**src/rtl/mc_datapath.sv**
```systemverilog
// Multi-cycle MIPS-subset datapath: FETCH/DECODE/EXEC/MEM/WB controller with
// A, B, ALUOut and MDR staging registers and a 32-entry register file.
module mc_datapath #(
    parameter int DATA_W   = 32,
    parameter int IMEM_AW  = 8,
    parameter int DMEM_AW  = 8,
    parameter int RESET_PC = 0
) (
    input  logic               clk,
    input  logic               rst_n,
    output logic [IMEM_AW-1:0] imem_addr,
    input  logic [31:0]        imem_data,
    output logic [DMEM_AW-1:0] dmem_addr,
    output logic [DATA_W-1:0]  dmem_wdata,
    output logic               dmem_we,
    output logic               dmem_re,
    input  logic [DATA_W-1:0]  dmem_rdata,
    input  logic               dmem_ready,
    output logic [IMEM_AW-1:0] pc,
    output logic               instr_done,
    output logic               illegal
);

    localparam logic [5:0] OP_RTYPE = 6'h00;
    localparam logic [5:0] OP_ADDI  = 6'h08;
    localparam logic [5:0] OP_LW    = 6'h23;
    localparam logic [5:0] OP_SW    = 6'h2B;
    localparam logic [5:0] OP_BEQ   = 6'h04;
    localparam logic [5:0] OP_J     = 6'h02;

    localparam logic [5:0] FN_ADD = 6'h20;
    localparam logic [5:0] FN_SUB = 6'h22;
    localparam logic [5:0] FN_AND = 6'h24;
    localparam logic [5:0] FN_OR  = 6'h25;
    localparam logic [5:0] FN_SLT = 6'h2A;
    localparam logic [5:0] FN_NOR = 6'h27;

    typedef enum logic [2:0] {
        S_FETCH,
        S_DECODE,
        S_EXEC,
        S_MEM,
        S_WB
    } state_t;

    state_t             r_state;
    logic [IMEM_AW-1:0] r_pc;
    logic [31:0]        r_ir;
    logic [DATA_W-1:0]  r_a;
    logic [DATA_W-1:0]  r_b;
    logic [DATA_W-1:0]  r_alu_out;
    logic [DATA_W-1:0]  r_mdr;

    // Instruction fields, always taken from the latched IR.
    logic [5:0]  w_op;
    logic [4:0]  w_rs;
    logic [4:0]  w_rt;
    logic [4:0]  w_rd;
    logic [5:0]  w_funct;
    logic [15:0] w_imm;
    logic [25:0] w_target;

    assign w_op     = r_ir[31:26];
    assign w_rs     = r_ir[25:21];
    assign w_rt     = r_ir[20:16];
    assign w_rd     = r_ir[15:11];
    assign w_funct  = r_ir[5:0];
    assign w_imm    = r_ir[15:0];
    assign w_target = r_ir[25:0];

    logic [DATA_W-1:0]  w_sext_imm;
    logic [IMEM_AW-1:0] w_pc_plus4;
    logic [IMEM_AW-1:0] w_br_target;
    logic [IMEM_AW-1:0] w_jump_pc;

    assign w_sext_imm = {{(DATA_W-16){w_imm[15]}}, w_imm};
    assign w_pc_plus4 = r_pc + IMEM_AW'(4);
    // During EXEC the PC already points past the branch, so the offset is
    // applied relative to branch address + 4 as in MIPS.
    assign w_br_target = r_pc + IMEM_AW'({{14{w_imm[15]}}, w_imm, 2'b00});
    // Jump keeps PC bits above 27 (only present for very wide PCs); the
    // truncating cast drops whatever does not fit in the PC.
    assign w_jump_pc = IMEM_AW'({32'(r_pc) >> 28, w_target, 2'b00});

    // Register file: r0 is hard-wired to zero, r1..r31 are resettable flops.
    logic [DATA_W-1:0] w_rf [32];
    logic              w_rf_we;
    logic [4:0]        w_wb_addr;
    logic [DATA_W-1:0] w_wb_data;

    assign w_rf_we   = (r_state == S_WB);
    assign w_wb_addr = (w_op == OP_RTYPE) ? w_rd : w_rt;
    assign w_wb_data = (w_op == OP_LW) ? r_mdr : r_alu_out;
    assign w_rf[0]   = '0;

    genvar gi;
    generate
        for (gi = 1; gi < 32; gi++) begin : g_rf
            logic [DATA_W-1:0] r_q;
            // Write-back port for this entry; cleared by reset.
            always_ff @(posedge clk) begin
                if (!rst_n) begin
                    r_q <= '0;
                end else if (w_rf_we && (w_wb_addr == 5'(gi))) begin
                    r_q <= w_wb_data;
                end
            end
            assign w_rf[gi] = r_q;
        end
    endgenerate

    // Opcode legality check used in DECODE.
    logic w_op_legal;
    always_comb begin
        w_op_legal = 1'b0;
        case (w_op)
            OP_RTYPE, OP_ADDI, OP_LW, OP_SW, OP_BEQ, OP_J: w_op_legal = 1'b1;
            default:                                       w_op_legal = 1'b0;
        endcase
    end

    // ALU: R-type by funct, everything else is A + sext(imm16).
    logic [DATA_W-1:0] w_alu_result;
    logic              w_funct_ok;
    always_comb begin
        w_alu_result = '0;
        w_funct_ok   = 1'b0;
        if (w_op == OP_RTYPE) begin
            w_funct_ok = 1'b1;
            case (w_funct)
                FN_ADD:  w_alu_result = r_a + r_b;
                FN_SUB:  w_alu_result = r_a - r_b;
                FN_AND:  w_alu_result = r_a & r_b;
                FN_OR:   w_alu_result = r_a | r_b;
                FN_NOR:  w_alu_result = ~(r_a | r_b);
                FN_SLT:  w_alu_result = {{(DATA_W-1){1'b0}}, ($signed(r_a) < $signed(r_b))};
                default: w_funct_ok   = 1'b0;
            endcase
        end else begin
            w_alu_result = r_a + w_sext_imm;
        end
    end

    // Main controller: state sequencing and datapath register updates.
    always_ff @(posedge clk) begin
        if (!rst_n) begin
            r_state   <= S_FETCH;
            r_pc      <= IMEM_AW'(RESET_PC);
            r_ir      <= '0;
            r_a       <= '0;
            r_b       <= '0;
            r_alu_out <= '0;
            r_mdr     <= '0;
        end else begin
            case (r_state)
                S_FETCH: begin
                    r_ir    <= imem_data;
                    r_pc    <= w_pc_plus4;
                    r_state <= S_DECODE;
                end
                S_DECODE: begin
                    if (!w_op_legal) begin
                        r_state <= S_FETCH;
                    end else begin
                        r_a <= w_rf[w_rs];
                        r_b <= w_rf[w_rt];
                        if (w_op == OP_J) begin
                            r_pc    <= w_jump_pc;
                            r_state <= S_FETCH;
                        end else begin
                            r_state <= S_EXEC;
                        end
                    end
                end
                S_EXEC: begin
                    case (w_op)
                        OP_RTYPE: begin
                            if (w_funct_ok) begin
                                r_alu_out <= w_alu_result;
                                r_state   <= S_WB;
                            end else begin
                                r_state <= S_FETCH;
                            end
                        end
                        OP_ADDI: begin
                            r_alu_out <= w_alu_result;
                            r_state   <= S_WB;
                        end
                        OP_LW, OP_SW: begin
                            r_alu_out <= w_alu_result;
                            r_state   <= S_MEM;
                        end
                        OP_BEQ: begin
                            if (r_a == r_b) begin
                                r_pc <= w_br_target;
                            end
                            r_state <= S_FETCH;
                        end
                        default: r_state <= S_FETCH;
                    endcase
                end
                S_MEM: begin
                    if (dmem_ready) begin
                        if (w_op == OP_LW) begin
                            r_mdr   <= dmem_rdata;
                            r_state <= S_WB;
                        end else begin
                            r_state <= S_FETCH;
                        end
                    end
                end
                S_WB:    r_state <= S_FETCH;
                default: r_state <= S_FETCH;
            endcase
        end
    end

    // Memory strobes are gated by reset so an aborted access never completes.
    assign dmem_re    = rst_n && (r_state == S_MEM) && (w_op == OP_LW);
    assign dmem_we    = rst_n && (r_state == S_MEM) && (w_op == OP_SW);
    assign dmem_addr  = r_alu_out[DMEM_AW-1:0];
    assign dmem_wdata = r_b;
    assign imem_addr  = r_pc;
    assign pc         = r_pc;

    assign illegal = ((r_state == S_DECODE) && !w_op_legal) ||
                     ((r_state == S_EXEC) && (w_op == OP_RTYPE) && !w_funct_ok);

    assign instr_done = illegal ||
                        ((r_state == S_DECODE) && (w_op == OP_J)) ||
                        ((r_state == S_EXEC) && (w_op == OP_BEQ)) ||
                        ((r_state == S_MEM) && (w_op == OP_SW) && dmem_ready) ||
                        (r_state == S_WB);

endmodule

```
**config.mk**
```make
export PLATFORM = sky130hd
export DESIGN_NAME = mc_datapath
export DESIGN_NICKNAME = d
export VERILOG_FILES = /design/src/rtl/mc_datapath.sv
export SDC_FILE = /design/constraint.sdc
export NUM_CORES = 2
export LEC_CHECK = 0
export CAP_MARGIN = 20
export CORE_MARGIN = 2
export CORE_UTILIZATION = 50
export DETAILED_ROUTE_END_ITERATION = 16
export PLACE_DENSITY = 0.74
export SYNTH_ARGS = -nofsm -noshare
export SYNTH_HDL_FRONTEND = slang
export SYNTH_SLANG_ARGS = --single-unit
```
**constraint.sdc**
```tcl
create_clock -name clk -period 5.5 [get_ports clk]
set_input_delay 1.1 -clock clk [delete_from_list [all_inputs] [get_ports clk]]
set_output_delay 1.1 -clock clk [all_outputs]
set_load 0.05 [all_outputs]
```
==> qor.csv <==
stage,metric,value,unit
yosys,Synth Cell Area,63100,um2
yosys,Post-synth ARST share,0,
yosys,ranking of synthesized cells by area,"dfxtp_1 37%, mux4_2 21%, a211oi_1 12%",
yosys,number of synthesis warnings,0,
sta,post-route setup slack,0.794,ns
clocking,worst-skew pair later-pin latency,0.73,ns
floorplanning,die area,129000,um2
floorplanning,site row count,130,
yosys,cells after synthesis,6303,
drt,1st-pass router iterations,7,
global_route,initial antenna violation count,3,
job,max-cap violations,0,
placed_design,input/output buffers,122,
clocking,clk sinks,1161,
placed_design,gp weighted congestion,0.963,
setup_path,cell chain of the critical path,"and2_1, a211oi_1, a21oi_1, nor3b_1, o32ai_1, clkdlybuf4s50_1",
setup_path,R2R depth,8,
setup_path,R2R Path End,g_rf[10].r_q[15],
drt,WL final,202000,um
cells_and_area,# fillers,10600,
sta,Fmax,212,MHz
yosys,synthesized flop and latch total,1161,
setup_path,Startpoint Class,flip-flop,
clocking,CTS tree,yes,
sta,Slew HR,0.226,
floorplanning,IO Count,127,
yosys,Unique masters post-synth,84,
setup_path,CP max FO,7,
hold_path,Hold EP,r_mdr[21],
global_route,largest net degree at the start of global routing,187,
drt,Vias/cell,6.64,
status,outcome,"finished, final reports clean",
cells_and_area,Area growth syn-to-layout,9.58,%
setup_path,"slowest stage cell, crit path",clkdlybuf4s50_1,
global_route,GR Util All Layers,0.307,
setup_path,Crit Path Class,flip-flop to output port,
drt,routed len/inst,26.1,um
clocking,Resized cells post-CTS,0,
global_route,vias in the first global route,50100,
power,P per Cell Area,266,nW/um2
sta,crit share post-route,0.856,
cells_and_area,n_diodes,0,
floorplanning,Initial Utilization,0.503,
cells_and_area,NumNets Final,6208,
clocking,Clock transition at path regs,0.07,ns
sta,Tmin final,4.71,ns
floorplanning,core area,125000,um2
power,Peak VDD IR,0.231,mV
floorplanning,Die Y,359,um
floorplanning,Die X-Extent,359,um
hold_path,Hold Path Stages,2,
sta,Setup TNS,0,ns
hold_path,min-delay src,r_mdr[21],
yosys,Yosys top cell by area,dfxtp_1,
yosys,Post-Syn Area per Cell,10.0,um2
placed_design,dpl hpwl,128000,um
sta,final setup vio count,0,
drt,via count,51400,
setup_path,CP arrival,3.61,ns
setup_path,crit end category,output port,
sta,RSZ-0062 raised after global routing,false,
sta,slew at the pin closest to its max-slew limit,1.14,ns
drt,ANT nets after route,0,
global_route,first-pass GRT wire length,309000,um
global_route,"Remaining Overflow, GRT",0,
drt,DRC,0,
clocking,clock root buffer,clkbuf_16,
placed_design,post-placement setup slack,1.22,ns
setup_path,CP max stage delay,0.80,ns
clocking,clk buf depth,3,
cells_and_area,share of cells above drive strength 1,0.184,
sta,Final Skew,0.0420,ns
yosys,ys flop type,dfxtp_1,
sta,"Slew Viols, Final",0,
clocking,Post-CTS Hold Fix Bufs,0,
sta,Fin. Hold Viols,0,
setup_path,required time worst endpoint,4.40,ns
clocking,number of buffers created by CTS,114,
yosys,sequential share of the synthesized area,0.368,
power,LEAKAGE,21.8,nW
hold_path,Hold WC Path Type,flip-flop to flip-flop,
yosys,share of the synthesized area in the top cell type,0.368,
clocking,number of setup buffers added after CTS,0,
clocking,# H-tree levels,3,
yosys,number of synthesized flops with an enable pin,0,
setup_path,"setup slack, reg-to-reg",1.21,ns
setup_path,reg2reg start,r_ir[29],
drt,starting DRC count in detailed routing,5597,
[layout by cell type (no fill, tap or decap), drive strengths merged, types with 25 or more instances in the layout]
master / netlist / routed
inv: 114 / 119
mux2i: 105 / 105
clkbuf: 459 / 172
a211oi: 1016 / 1016
o21ai: 114 / 114
buf: 242 / 156
dfxtp: 1161 / 1161
a21oi: 273 / 273
nor2: 1265 / 1265
mux2: 66 / 66
mux4: 576 / 576
a22oi: 34 / 34
ha: 139 / 139
a22o: 65 / 65
nand3: 28 / 28
a21o: 29 / 29
clkdlybuf4s50: 0 / 121
nor3: 53 / 53
xnor2: 57 / 57
a31oi: 25 / 25
nand2: 205 / 205
[how the worst max path moves through the flow]
stage / from / endpoint / slack, ns / depth (start not counted)
4_1_cts: r_ir[29] / illegal / 0.77 / 4
3_3_place_gp: rst_n / dmem_we / 1.20 / 4
3_5_place_dp: rst_n / dmem_re / 1.22 / 4
6_report: r_ir[2] / illegal / 0.79 / 6
5_1_grt: r_ir[29] / illegal / 0.73 / 4
2_1_floorplan: r_ir[31] / instr_done / 1.00 / 6
[synthesized netlist by cell type, drive strengths merged, types with 7 or more instances]
cell type and number:
dfxtp 1161, xor2 14, clkbuf 459, inv 114, a31oi 25, a221oi 9
a21o 29, mux2 66, and3 9, xnor2 57, a211oi 1016, ha 139
nor2b 23, nand4 15, o22ai 11, nor2 1265, or3 11, mux2i 105
buf 242, and2 12, nand3 28, nor3 53, a21oi 273, o21a 12
o211ai 16, nand2b 20, nand2 205, o31ai 19, a22o 65, nor3b 7
o221ai 7, o21bai 12, o21ai 114, mux4 576, a22oi 34
[cell families after synthesis]
group / count (synthesis) / share of synthesized area
XOR/XNOR: 71 / 0.00985
AND/OR/NAND/NOR: 1673 / 0.112
adder cells (fa/ha/maj): 143 / 0.0288
buffers and inverters: 816 / 0.0551
AO/OA/AOI/OAI: 1691 / 0.192
multiplexers: 747 / 0.234
flip-flops: 1161 / 0.368
other: 1 / 0.0000594
[metrics by stage]
stage	instances	power (mW)	cell area [um2]	utilization	hold slack [ns]
after floorplan	6306	10.0	63100	-	0.436
after global placement	7520	10.6	65100	0.519	0.455
after detailed placement	7524	10.6	65200	0.520	0.457
after CTS	7732	18.4	69000	0.550	0.466
after global routing	7740	18.9	69200	0.551	0.487
final	7740	18.4	69200	0.551	0.467
[power breakdown]
group / switching [mW] / internal [mW] / leakage, nW / total, mW
Sequential: 0.178 / 8.45 / 9.36 / 8.62
Combinational: 1.19 / 0.628 / 10.6 / 1.82
Clock: 3.47 / 4.50 / 1.87 / 7.98
Total: 4.85 / 13.6 / 21.8 / 18.4
[critical path, delay by kind of cell, from the launching register on]
| kind | cells | cell delay (ns) |
|---|---|---|
| AOI/OAI and AO/OA | 3 | 0.54 |
| buffers and inverters | 1 | 0.80 |
| DFF | 1 | 0.51 |
| and+or+nand+nor | 2 | 1.01 |
[state kept, by name, summed over array words and instances (netlist names)]
signal and count:
g_rf.r_q 992, r_ir 32, r_mdr 32, r_state 3, r_a 32, imem_addr 6
r_alu_out 32, dmem_wdata 32
[final cells by class]
| cell class | instances | area [um2] | area share |
|---|---|---|---|
| Clock buffer | 172 | 3400 | 0.0492 |
| Clock inverter | 36 | 384 | 0.00555 |
| Inverter | 115 | 439 | 0.00635 |
| Multi-Input combinational cell | 4329 | 36700 | 0.531 |
| Sequential cell | 1161 | 23300 | 0.337 |
| Tap cell | 1650 | 2060 | 0.0299 |
| Timing Repair Buffer | 277 | 2850 | 0.0412 |
[routing by layer]
layer | vias to the layer above | wire [um] | GRT usage
li1 | 23000 | - | -
met1 | 25200 | 78800 | 0.407
met2 | 2608 | 93800 | 0.495
met3 | 551 | 19800 | 0.0530
met4 | 6 | 9280 | 0.133
met5 | - | 42 | 0
No activity file was read; power rests on OpenSTA's default activity.
